[src/rtl/speed_conv_ctrl.sv]
// Playback-rate divider count owner for the audio path.
// Converts the 27 MHz count to its 50 MHz equivalent by multiply/restoring-divide.
module speed_conv_ctrl #(
    parameter int unsigned DEFAULT_COUNT = 614,
    parameter int unsigned STEP          = 16,
    parameter int unsigned MIN_COUNT     = 64,
    parameter int unsigned MAX_COUNT     = 65535,
    parameter int unsigned NUM           = 50,
    parameter int unsigned DEN           = 27
) (
    input  logic        clk,
    input  logic        rst,
    input  logic        speed_up,
    input  logic        speed_down,
    input  logic        speed_reset,
    output logic [31:0] count_on_27MHz,
    output logic [31:0] count_on_50MHz,
    output logic        busy,
    output logic        conv_done
);

    typedef enum logic [1:0] {IDLE, MUL, DIV, DONE} state_t;
    typedef enum logic [1:0] {REQ_NONE, REQ_RST, REQ_UP, REQ_DOWN} req_t;

    localparam logic [63:0] RST50_FULL =
        64'(DEFAULT_COUNT) * 64'(NUM) / 64'(DEN);
    localparam logic [31:0] RST50 =
        (RST50_FULL > 64'h0000_0000_FFFF_FFFF) ? 32'hFFFF_FFFF
                                               : RST50_FULL[31:0];
    localparam logic [31:0] DEF_C   = 32'(DEFAULT_COUNT);
    localparam logic [31:0] MIN_C   = 32'(MIN_COUNT);
    localparam logic [31:0] MAX_C   = 32'(MAX_COUNT);
    localparam logic [31:0] STEP_C  = 32'(STEP);
    localparam logic [31:0] UP_LIM  = 32'(MIN_COUNT + STEP);
    localparam logic [31:0] DN_LIM  = 32'(MAX_COUNT - STEP);
    localparam logic [32:0] DEN_C   = 33'(DEN);

    state_t      state_q, state_d;
    req_t        pend_q, pend_d;
    req_t        live_req, sel_req;
    logic [31:0] count_q, count_d;
    logic [31:0] out_q, out_d;
    logic [39:0] prod_q, prod_d;
    logic [39:0] quo_q, quo_d;
    logic [31:0] rem_q, rem_d;
    logic [32:0] rem_sh;
    logic [5:0]  idx_q, idx_d;

    function automatic req_t decode(input logic r, input logic u,
                                    input logic d);
        if (r)             return REQ_RST;
        else if (u && !d)  return REQ_UP;
        else if (d && !u)  return REQ_DOWN;
        else               return REQ_NONE;
    endfunction

    // Saturating update; compare first so the subtraction cannot wrap.
    function automatic logic [31:0] apply(input req_t rq,
                                          input logic [31:0] c);
        unique case (rq)
            REQ_RST:  return DEF_C;
            REQ_UP:   return (c >= UP_LIM) ? c - STEP_C : MIN_C;
            REQ_DOWN: return (c > DN_LIM) ? MAX_C : c + STEP_C;
            default:  return c;
        endcase
    endfunction

    // Next-state, datapath and handshake outputs.
    always_comb begin
        state_d  = state_q;
        pend_d   = pend_q;
        count_d  = count_q;
        out_d    = out_q;
        prod_d   = prod_q;
        quo_d    = quo_q;
        rem_d    = rem_q;
        idx_d    = idx_q;
        rem_sh   = '0;
        live_req = decode(speed_reset, speed_up, speed_down);
        sel_req  = REQ_NONE;
        unique case (state_q)
            IDLE: begin
                sel_req = (pend_q != REQ_NONE) ? pend_q : live_req;
                if (sel_req != REQ_NONE) begin
                    count_d = apply(sel_req, count_q);
                    pend_d  = REQ_NONE;
                    state_d = MUL;
                end
            end
            MUL: begin
                prod_d  = 40'(count_q) * 40'(NUM);
                quo_d   = '0;
                rem_d   = '0;
                idx_d   = 6'd39;
                state_d = DIV;
            end
            DIV: begin
                rem_sh = {rem_q, prod_q[idx_q]};
                if (rem_sh >= DEN_C) begin
                    rem_d        = 32'(rem_sh - DEN_C);
                    quo_d[idx_q] = 1'b1;
                end else begin
                    rem_d = rem_sh[31:0];
                end
                if (idx_q == 6'd0) begin
                    out_d   = (quo_d[39:32] != 8'd0) ? 32'hFFFF_FFFF
                                                     : quo_d[31:0];
                    state_d = DONE;
                end else begin
                    idx_d = idx_q - 6'd1;
                end
            end
            DONE: state_d = IDLE;
            default: state_d = IDLE;
        endcase
        if (state_q != IDLE && live_req != REQ_NONE) begin
            pend_d = live_req;
        end
    end

    // State and datapath registers with synchronous reset.
    always_ff @(posedge clk) begin
        if (rst) begin
            state_q <= IDLE;
            pend_q  <= REQ_NONE;
            count_q <= DEF_C;
            out_q   <= RST50;
            prod_q  <= '0;
            quo_q   <= '0;
            rem_q   <= '0;
            idx_q   <= '0;
        end else begin
            state_q <= state_d;
            pend_q  <= pend_d;
            count_q <= count_d;
            out_q   <= out_d;
            prod_q  <= prod_d;
            quo_q   <= quo_d;
            rem_q   <= rem_d;
            idx_q   <= idx_d;
        end
    end

    assign count_on_27MHz = count_q;
    assign count_on_50MHz = out_q;
    assign busy           = (state_q != IDLE);
    assign conv_done      = (state_q == DONE);

endmodule
[config.mk]
export PLATFORM = sky130hd
export DESIGN_NAME = speed_conv_ctrl
export DESIGN_NICKNAME = d
export VERILOG_FILES = /design/src/rtl/speed_conv_ctrl.sv
export SDC_FILE = /design/constraint.sdc
export NUM_CORES = 1
export LEC_CHECK = 0
export BUFFER_PORTS_ARGS = -buffer_cell sky130_fd_sc_hd__clkbuf_2
export CORE_MARGIN = 1
export CORE_UTILIZATION = 63
export DETAILED_ROUTE_END_ITERATION = 16
export GPL_ROUTABILITY_DRIVEN = 0
export GPL_TIMING_DRIVEN = 0
export PLACE_DENSITY = 0.82
export RECOVER_POWER = 100
export SYNTH_ARGS = -nofsm -noshare
export SYNTH_HDL_FRONTEND = slang
export SYNTH_SLANG_ARGS = --single-unit
[constraint.sdc]
create_clock -name clk -period 5.1 [get_ports clk]
set_input_delay 0.51 -clock clk [delete_from_list [all_inputs] [get_ports clk]]
set_output_delay 0.51 -clock clk [all_outputs]
set_load 0.01 [all_outputs]
# Yosys cells after proc, flatten, opt, wreduce, memory -nomap -nowiden

Index checks and enable logic that the tools add are counted.

Bits in registers: 183
Latch bits: 0
Bits in writable memories: 0
Memory bits (read-only): 0
Output and inout bits: 66
Memories kept: 0

Add/subtract/negate cells: 4
Multiply operators: 1
Div/mod/pow operators: 0
$lt $le $gt $ge: 5
Equality and inequality tests: 9
Shifts and indexed selects: 0
Muxes and demuxes: 25
Bitwise gates (word level): 1
Reduce and logical (&&, ||, !) cells: 22

Operator list:

| operator              | number |
|---|---|
| $mux 32               | 4 |
| $pmux 32 s3           | 1 |
| $mux 40               | 2 |
| $pmux 40 s2           | 1 |
| $pmux 32 s2           | 1 |
| $sub 32x5->32 const B | 2 |
| $or 40x40->40         | 1 |
| $mul 32x5->37 const B | 1 |
| $ge 33x5->1 const B   | 1 |
| $add 32x5->32 const B | 1 |
| $ge 32x7->1 const B   | 1 |
| $gt 32x16->1 const B  | 1 |
| $mux 2                | 9 |
| $reduce_bool 2->1     | 7 |
| $pmux 6 s2            | 1 |
| $eq 2x2->1 const B    | 4 |
| $pmux 2 s4            | 1 |
| $reduce_and 2->1      | 4 |
| $reduce_bool 8->1     | 1 |
| $lt 6x7->1 const B    | 1 |
| $bmux 1 s6            | 1 |
| $demux 1 s6           | 1 |
| $ge 6x1->1 const B    | 1 |
| $logic_not 6->1       | 1 |
| 10 further kinds      | 18 |

# Longest topological paths before layout

Gate-level depths: netlist of run 1.

Word-level depth: 10
Gate-level depth with buffers: 18

# Worst setup path before layout of run 1

Ideal clock, no wire load.

Kind: register -> register
Start point: reg count_q[4] (netlist: count_on_27MHz[4])
End point: reg prod_q[37]
Library setup time: 91 ps
Arrival: 4113 ps
Path slack: 896 ps
Cell stages (with the launch flop): 17
Path buffers: 1
Period minus slack after synthesis: 4204 ps
Cell sequence: dfxtp_1 -> clkbuf_1 -> inv_1 -> ha_1 -> ha_1 -> inv_1 -> fa_1 -> inv_1 -> ha_1 -> a21oi_1 -> o21ai_1 -> o21ai_0 -> a21oi_1 -> a221oi_1 -> nor2_1 -> or4_1 -> a311oi_1

Cells in the longest elaborated chain, start to end: 1

Ends and longest elaborated chain:

| item                     | line | text |
|---|---|---|
| start: declaration       | 41   | `logic [31:0] count_q, count_d;` |
| start signal: assignment | 135  | `count_q <= count_d;` |
| $mul 32x5->37            | 91   | `prod_d = 40'(count_q) * 40'(NUM);` |
| end signal: assignment   | 137  | `prod_q <= prod_d;` |
| end: declaration         | 43   | `logic [39:0] prod_q, prod_d;` |

No other way between the ends.
A chain may end at the register's enable or synchronous reset.

# Final worst setup path of run 1

Same ends and word-level chain as after synthesis.

==> impl_metrics.ini, run 1 <==
[run_status]
status = complete, no violations

[timing]
fmax_mhz = 210
post-route-min-period_ns = 4.77
report.final.slew_viol_count = 0
finalHoldViolations = 0
setup_viol = 0
max_slew.worst_pin.slew_ns = 1.30
slew_headroom_pct = 12.9
rsz0062_at_grt = no
setup_tns_ns = 0
fin_skew_ns = 0.0127
post-route-period-util_pct = 93.6

[critical_path]
cp.required_ns = 5.45
start_kind = flip-flop
r2r-start = count_on_27MHz[4]
cp.arrival_ns = 5.12
rr_endpoint = prod_q[37]
critPathKind = flip-flop to flip-flop
r2r_slack_ns = 0.33
r2r_cells = 16
end_kind = flip-flop
path_max_fanout = 8
crit_path_end = prod_q[37]
timing.critical_path.from = count_on_27MHz[4]

[cells_and_area]
syn2layout_area_growth_pct = 9.72
layout_common_cells = dfxtp_1 (179), inv_1 (150), ha_1 (142)
drive_gt1_share_pct = 5.53
n_antenna_cell = 0
final_common_cell = dfxtp_1
num-fill-cells = 1589
nets = 1752

[clocking]
clock_latency_ns = 0.45
cts_buffers = 17
htreeDepth = 4
cts_buffer_depth = 2
root_buffer = clkbuf_16
numClockSinks = 179
cts.reportedPaths.clkPinSlew_ns = 0.07
cts_tree = yes

[synth]
postSynth.asyncResetShare_pct = 0
ys_types = 79
syn_area_sq_um = 12500
yosysSeqAreaShare_pct = 28.7
synth_cells = 1490
synth-edff-count = 0
avgSynthCellArea_sq_um = 8.37
synth-seq-cells = 179
ys_warn_count = 0
ys.flop_type = dfxtp_1
syn_nets = 1663

[floorplan]
die-height_um = 143
start_util_pct = 64.1
design.die.area_sq_um = 20400
die_w_um = 143
core_sq_um = 19500
fp-row-count = 51
ioPinCount = 71

[detailed_routing]
vias_per_cell = 6.21
drtIter0Drc = 773
drt-total-wl_um = 33800
firstDrtPassIters = 5
ant_nets = 0
wl_per_cell_um = 18.2
route.detailed.drc = 0
vias = 11500

[global_route]
grt_usage_pct = 33.3
grt_pass1_wl_um = 53900
grt_pass1_vias = 11000
antenna_found_initial = 0
grt_overflow = 0
grt_start_max_net_pins = 22

[power_and_ir_drop]
vdd_drop_max_uv = 287
cellPowerDensity_nw_per_um2 = 329
p_total_mw = 4.50
p_leak_nw = 5.86

[job]
cap_violations = 0

[placement]
hpwlAfterDp_um = 24600
io_buffers = 70

[min_path]
hold_path_class = input pin to flip-flop
## cell type report
| class | instances | area (sq um) | share of cell area [%] |
|---|---|---|---|
| Multi-Input combinational cell | 1083 | 8000 | 58.4 |
| Sequential cell | 179 | 3580 | 26.2 |
| Inverter | 150 | 563 | 4.11 |
| Clock buffer | 17 | 425 | 3.11 |
| Tap cell | 265 | 332 | 2.42 |
| Buffer | 78 | 317 | 2.31 |
| Timing Repair Buffer | 70 | 269 | 1.97 |
| Clock inverter | 15 | 201 | 1.47 |
## through the flow
stage	cell area, sq um	hold slack (ns)	utilization (%)	std cells	setup WS, ns
3_5_place_dp	13200	0.442	67.6	1825	0.170
5_1_grt	13700	0.271	70.3	1857	0.0923
6_report	13700	0.268	70.3	1857	0.327
3_3_place_gp	13200	0.432	67.6	1825	0.243
2_1_floorplan	12500	0.418	-	1490	0.896
4_1_cts	13800	0.264	70.8	1857	0.140
## flip-flops by register name, indices dropped and copies added (netlist names)
signal	cells
quo_q	40
prod_q	35
count_on_50MHz	32
rem_q	32
count_on_27MHz	30
idx_q	6
pend_q	2
state_q	2
## how the worst min path moves through the flow
stage,startpoint,endpoint,slack [ns],cells past startpoint
floorplan,rem_q[31],rem_q[31],0.42,2
global placement,rem_q[31],rem_q[31],0.43,2
detailed placement,rem_q[31],rem_q[31],0.44,2
CTS,speed_reset,pend_q[1],0.26,2
global route,speed_reset,pend_q[1],0.27,2
finish,speed_reset,pend_q[1],0.27,2
## kinds of logic (layout without fill, tap and decap cells)
kind of cell | count (synthesis) | in the layout | synth area share (%)
AND/OR/NAND/NOR | 437 | 437 | 17.5
AO/OA/AOI/OAI | 391 | 391 | 21.9
buffers and inverters | 228 | 330 | 7.06
flip-flops | 179 | 179 | 28.7
adder cells (fa/ha/maj) | 168 | 168 | 18.4
XOR/XNOR | 55 | 55 | 3.86
multiplexers | 32 | 32 | 2.57
## metal layers
metal / track usage (%) / wire length, um
met3: 4.46 / 2110
met2: 58.2 / 16200
met4: 17.9 / 1350
met1: 39.7 / 14100
met5: 0 / 0
## critical path, stage by stage (launching register included)
cell	delay (ns)
dfxtp_1	0.46
clkbuf_2	0.29
inv_1	0.11
ha_1	0.35
ha_1	0.31
inv_1	0.05
fa_1	0.50
inv_1	0.04
ha_1	0.34
a21oi_1	0.22
o21ai_0	0.16
o21ai_0	0.29
a21oi_1	0.28
a221oi_2	0.42
nor2_1	0.11
or4_1	0.51
a311oi_1	0.25
## synth_stat cells, drive strengths merged, types with 6 or more instances
library cell / n / share of area [%]
a31oi: 9 / 0.45
dfxtp: 179 / 29
a21o: 8 / 0.48
a221o: 6 / 0.48
or4: 8 / 0.48
o22ai: 15 / 0.75
nand2: 117 / 3.5
nand2b: 14 / 0.70
a22oi: 30 / 1.8
buf: 17 / 0.71
o221ai: 7 / 0.49
nand3: 41 / 1.6
xnor2: 28 / 2.0
nand3b: 11 / 0.66
a221oi: 6 / 0.42
nor2: 118 / 3.6
o31ai: 6 / 0.36
nor3: 31 / 1.4
a32o: 10 / 0.80
nor2b: 7 / 0.35
a22o: 20 / 1.4
o221a: 25 / 2.3
nand4: 16 / 0.80
fa: 26 / 4.2
o211ai: 21 / 1.3
nor4: 11 / 0.55
or3: 7 / 0.43
o21a: 7 / 0.43
clkbuf: 61 / 1.8
o21ai: 96 / 3.9
ha: 142 / 14
inv: 150 / 4.5
xor2: 27 / 1.9
a211oi: 21 / 1.3
a21oi: 66 / 2.7
and3: 25 / 1.3
mux2i: 32 / 2.6
and4: 7 / 0.49
## repair_timing
action                                  CTS  global route
gates resized for setup                   0             3
hold buffers                              0             0
hold endpoints to repair                  0             0
buffers inserted                          0             0
endpoints found under the setup margin    0             1
## where the power goes
part	total [mW]	internal, mW	leakage [nW]	switching, mW
combinational	1.50	0.501	4.12	0.998
sequential	1.64	1.54	1.45	0.100
clock	1.36	0.674	0.294	0.690
Power figures use the tool's default switching activity.
==> run 2, diff against run 1 <==
--- a/config.mk
+++ b/config.mk
@@ -6,11 +6,11 @@
 export NUM_CORES = 1
 export LEC_CHECK = 0
 export BUFFER_PORTS_ARGS = -buffer_cell sky130_fd_sc_hd__clkbuf_2
-export CORE_MARGIN = 1
 export CORE_UTILIZATION = 63
 export DETAILED_ROUTE_END_ITERATION = 16
 export GPL_ROUTABILITY_DRIVEN = 0
 export GPL_TIMING_DRIVEN = 0
+export MAX_ROUTING_LAYER = met4
 export PLACE_DENSITY = 0.82
 export RECOVER_POWER = 100
 export SYNTH_ARGS = -nofsm -noshare
==> impl_metrics.ini, run 2 (synthesis results as in run 1) <==
[clocking]
post_cts_buffers = 0
numClockSinks = 179
root_buffer = clkbuf_16
cts_tree = yes
clock_latency_ns = 0.45
cts_buffer_depth = 2
htreeDepth = 4
cts.reportedPaths.clkPinSlew_ns = 0.07
cts_buffers = 17

[critical_path]
end_kind = flip-flop
path_max_fanout = 8
worstPathCellList = clkbuf_2 -> inv_1 -> ha_1 -> ha_1 -> inv_1 -> fa_1 -> inv_1 -> ha_1 -> a21oi_1 -> o21ai_0 -> o21ai_0 -> a21oi_1 -> a221oi_2 -> nor2_1 -> or4_1 -> a311oi_1
r2r_slack_ns = 0.31
critPathKind = flip-flop to flip-flop
start_kind = flip-flop
r2r_cells = 16
r2r-start = count_on_27MHz[4]
rr_endpoint = prod_q[37]
cp.arrival_ns = 5.14
slowest_stage = or4_1
cp_top_family = compound AO/OA/AOI/OAI gates
cp.required_ns = 5.45
crit_buf_inv = 4
slowest_delay_ns = 0.51

[cells_and_area]
layout_common_cells = dfxtp_1 (179), inv_1 (150), ha_1 (142)
largestRegisters = quo_q (40), prod_q (35)
nets = 1752
regMostFlops = quo_q
num-fill-cells = 1589
syn2layout_area_growth_pct = 9.72
largest_reg_flops = 40
regArea_sq_um = 3580
multi_input_area_sq_um = 8000
final_util_pct = 70.3
final_common_cell = dfxtp_1
n_antenna_cell = 0
design_area_sq_um = 13700
drive_gt1_share_pct = 5.53

[detailed_routing]
vias_per_cell = 6.21
firstDrtPassIters = 7
drt-total-wl_um = 33800
drtIter0Drc = 853
vias = 11500
wl_per_cell_um = 18.2
route.detailed.drc = 0
ant_nets = 0

[placement]
dpl-instance-area_sq_um = 13200
post-place-ws_ns = 0.170
io_buffers = 70
hpwlAfterDp_um = 24600

[floorplan]
design.die.area_sq_um = 20400
die-height_um = 143
ioPinCount = 71
core_sq_um = 19500
die_w_um = 143
fp-row-count = 51
start_util_pct = 64.1

[timing]
fin_skew_ns = 0.0160
report.final.slew_viol_count = 0
post-route-period-util_pct = 94.0
max_slew.worst_pin.slew_ns = 1.27
fmax_mhz = 209
slew_headroom_pct = 15.0
setup_tns_ns = 0
setup_viol = 0
post-route-min-period_ns = 4.79
finalHoldViolations = 0
fin_ws_ns = 0.307
rsz0062_at_grt = no
whs_ns = 0.270

[power_and_ir_drop]
cellPowerDensity_nw_per_um2 = 329
vdd_drop_max_uv = 287
p_leak_nw = 5.86

[min_path]
hold_path_class = input pin to flip-flop
min_from = speed_reset
hold_path_depth = 2
hold_end = pend_q[1]

[job]
cap_violations = 0

[global_route]
grt_start_max_net_pins = 22
grt_usage_pct = 34.4
antenna_found_initial = 0
grt_pass1_wl_um = 53900
grt_overflow = 0
grt_pass1_vias = 11000

[run_status]
status = complete, no violations
-- run 2: final cells by class --
class / count / area share (%)
buffer: 78 / 2.31
clock buffer: 17 / 3.11
clock inverter: 15 / 1.47
inverter: 150 / 4.11
multi-input combinational: 1083 / 58.4
sequential: 179 / 26.2
tap: 265 / 2.42
timing repair buffer: 70 / 1.97
-- run 2: repair_timing --
item | 4_1_cts | 5_1_grt
setup endpoints to repair | 0 | 1
hold buffers | 0 | 0
hold endpoints to repair | 0 | 0
resized for setup | 0 | 3
-- run 2: power breakdown --
part	leakage (nW)	internal, mW	total (mW)	switching [mW]
combinational	4.12	0.501	1.50	0.996
clock	0.294	0.674	1.36	0.688
sequential	1.45	1.54	1.64	0.101
-- run 2: metrics by stage --
step / total power [mW] / std cells
floorplan: 2.69 / 1490
detailed placement: 3.14 / 1825
global placement: 3.10 / 1825
finish: 4.50 / 1857
global route: 4.70 / 1857
CTS: 4.50 / 1857
-- run 2: worst max-delay path by stage --
| stage | endpoint | slack [ns] | cells past startpoint | from |
|---|---|---|---|---|
| CTS | prod_q[37] | 0.14 | 16 | count_on_27MHz[4] |
| detailed placement | prod_q[37] | 0.17 | 16 | count_on_27MHz[4] |
| global placement | prod_q[37] | 0.24 | 16 | count_on_27MHz[4] |
| global route | prod_q[37] | 0.10 | 16 | count_on_27MHz[4] |
| floorplan | prod_q[37] | 0.90 | 16 | count_on_27MHz[4] |
| finish | prod_q[37] | 0.31 | 16 | count_on_27MHz[4] |
-- run 2: worst register-to-register path, cell delays in order, from the launching register on --
cell and delay, ns:
dfxtp_1 0.46, clkbuf_2 0.29, inv_1 0.11, ha_1 0.35
ha_1 0.31, inv_1 0.05, fa_1 0.50, inv_1 0.04
ha_1 0.34, a21oi_1 0.22, o21ai_0 0.16, o21ai_0 0.29
a21oi_1 0.28, a221oi_2 0.42, nor2_1 0.11, or4_1 0.51
a311oi_1 0.25
-- run 2: routing by layer --
metal / global-route usage, % / up-vias / wire length, um / part of all wire (%)
met4: 17.8 / 0 / 1410 / 4.2
met1: 39.7 / 5392 / 14200 / 42
li1: - / 5517 / - / -
met5: - / - / 0 / 0
met3: 4.63 / 113 / 2020 / 6.0
met2: 58.3 / 519 / 16200 / 48
==> run 3, diff against run 2 <==
--- a/config.mk
+++ b/config.mk
@@ -5,6 +5,7 @@
 export SDC_FILE = /design/constraint.sdc
 export NUM_CORES = 1
 export LEC_CHECK = 0
+export ABC_AREA = 1
 export BUFFER_PORTS_ARGS = -buffer_cell sky130_fd_sc_hd__clkbuf_2
 export CORE_UTILIZATION = 63
 export DETAILED_ROUTE_END_ITERATION = 16
==> impl_metrics.ini, run 3 <==
[synth]
yosysSeqAreaShare_pct = 25.9
synth_cells = 2055
synth_top_area_cell = dfxtp_1
avgSynthCellArea_sq_um = 6.73
synth-seq-cells = 179
postSynth.asyncResetShare_pct = 0
syn_area_sq_um = 13800
yosysTopAreaCellShare_pct = 25.9
yosys-top-cells-count = nand2_1 (342), inv_1 (321), nor2_1 (277), a21oi_1 (206), dfxtp_1 (179)
synth-edff-count = 0
synth_area_leaders = dfxtp_1 (26%), ha_1 (13%), nand2_1 (9.3%), inv_1 (8.7%), nor2_1 (7.5%)
syn_nets = 2228
synth.most_common_cell = nand2_1
ys.flop_type = dfxtp_1
ys_warn_count = 0
ys_types = 48

[cells_and_area]
syn2layout_area_growth_pct = 8.90
regArea_sq_um = 3580
design_area_sq_um = 15100
num-fill-cells = 1811
final_common_cell = nand2_1
multi_input_area_sq_um = 8640
largestRegisters = quo_q (40), prod_q (35)
n_antenna_cell = 0
final_cell_count_no_fill = 2432
regMostFlops = quo_q
nets = 2317
largest_reg_flops = 40
drive_gt1_share_pct = 3.71
layout_common_cells = nand2_1 (342), inv_1 (321), nor2_1 (278)

[timing]
fmax_mhz = 222
finalHoldViolations = 0
fin_skew_ns = 0.0202
setup_viol = 0
post-route-period-util_pct = 88.5
rsz0062_at_grt = no
report.final.slew_viol_count = 0
post-route-min-period_ns = 4.51
whs_ns = 0.372
slew_headroom_pct = 24.6
setup_tns_ns = 0
max_slew.worst_pin.slew_ns = 1.12

[floorplan]
die-height_um = 150
core_sq_um = 21300
die_w_um = 150
design.die.area_sq_um = 22500
start_util_pct = 65.0
ioPinCount = 71
fp-row-count = 53

[detailed_routing]
firstDrtPassIters = 6
vias_per_cell = 5.74
wl_met2_um = 17000
drtIter0Drc = 1613
ant_nets = 0
route.detailed.drc = 0
drt-total-wl_um = 39000
vias = 14000
top_layer = met4
drt-met1-wl_um = 17000
wl_met3_um = 3740
wl_per_cell_um = 16.0

[clocking]
cts_buffers = 17
post_cts_buffers = 0
clock_latency_ns = 0.46
root_buffer = clkbuf_16
holdBufCountCts = 0
cts_buffer_depth = 2
cts_tree = yes
cts.reportedPaths.clkPinSlew_ns = 0.08
htreeDepth = 4
numClockSinks = 179
cts.repair.resized = 0

[global_route]
grt_pass1_wl_um = 62900
grt_overflow = 0
grt_pass1_vias = 12800
grt_start_max_net_pins = 22
grt_usage_pct = 36.5
antenna_found_initial = 0

[critical_path]
cp.required_ns = 5.46
slowest_delay_ns = 0.42
cpMostUsedCell = nand2_1
cp.arrival_ns = 4.87
end_kind = flip-flop
path_max_fanout = 10
critPathKind = flip-flop to flip-flop
slowest_stage = clkbuf_1
start_kind = flip-flop

[placement]
io_buffers = 70
dp_cells = 2400
hpwlAfterDp_um = 29600
dpl-instance-area_sq_um = 14500

[job]
cap_violations = 0

[min_path]
hold_path_class = input pin to flip-flop

[run_status]
status = complete, no violations
==> run 3: cell types whose count changed after synthesis, sizes merged, moves of 19 or more <==
cell   delta
nor2    +163
a21oi   +142
o221a    -25
nand3    +51
nand2   +225
inv     +184
mux2i    -32
xor2     +37
a22o     -20
nor3     +21
nand4    +19
a22oi    -30
==> run 3: final timing paths <==
check,start,to,slack [ns],depth (start not counted)
worst max-delay path,idx_q[0],count_on_50MHz[11],0.59,26
worst min-delay path,speed_reset,pend_q[1],0.37,4
worst max register to register,idx_q[0],count_on_50MHz[11],0.59,26
worst min register to register,rem_q[31],rem_q[31],0.48,2
==> run 3: worst max-delay path, delay by kind of cell, from the launching register on <==
| kind | cells | cell delay [ns] |
|---|---|---|
| fa+ha+maj | 1 | 0.17 |
| flops | 1 | 0.31 |
| buf+inv | 7 | 1.28 |
| compound gates | 1 | 0.41 |
| simple gates | 17 | 2.26 |
==> run 3: layout make-up <==
type                            count  area share, %
Timing Repair Buffer               70           1.79
Buffer                             76           2.22
Inverter                          335           8.35
Tap cell                          275           2.29
Clock inverter                     15           1.35
Clock buffer                       17           2.83
Sequential cell                   179           23.8
Multi-Input combinational cell   1465           57.4
==> run 3: cell families after synthesis <==
family,share of synthesized area (%)
buffers and inverters,11.5
AND/OR/NAND/NOR,26.6
XOR/XNOR,4.81
AO/OA/AOI/OAI,14.6
adder cells (fa/ha/maj),16.6
flip-flops,25.9
==> run 3: routing by layer <==
metal,track usage [%],up-vias
met3,7.48,102
met5,-,-
met4,12.9,0
met2,55.7,663
met1,47.7,6385
li1,-,6814
==> run 3: per-stage QoR <==
| stage | util (%) | setup WS [ns] |
|---|---|---|
| final | 70.7 | 0.586 |
| after global routing | 70.7 | 0.184 |
| after CTS | 71.2 | 0.776 |
| after detailed placement | 68.2 | 0.787 |
| after global placement | 68.2 | 0.851 |
| after floorplan | - | 1.51 |
Power of run 3 is not shown: default switching activity piles up to over one toggle a cycle in this logic, so the estimate is an artifact.
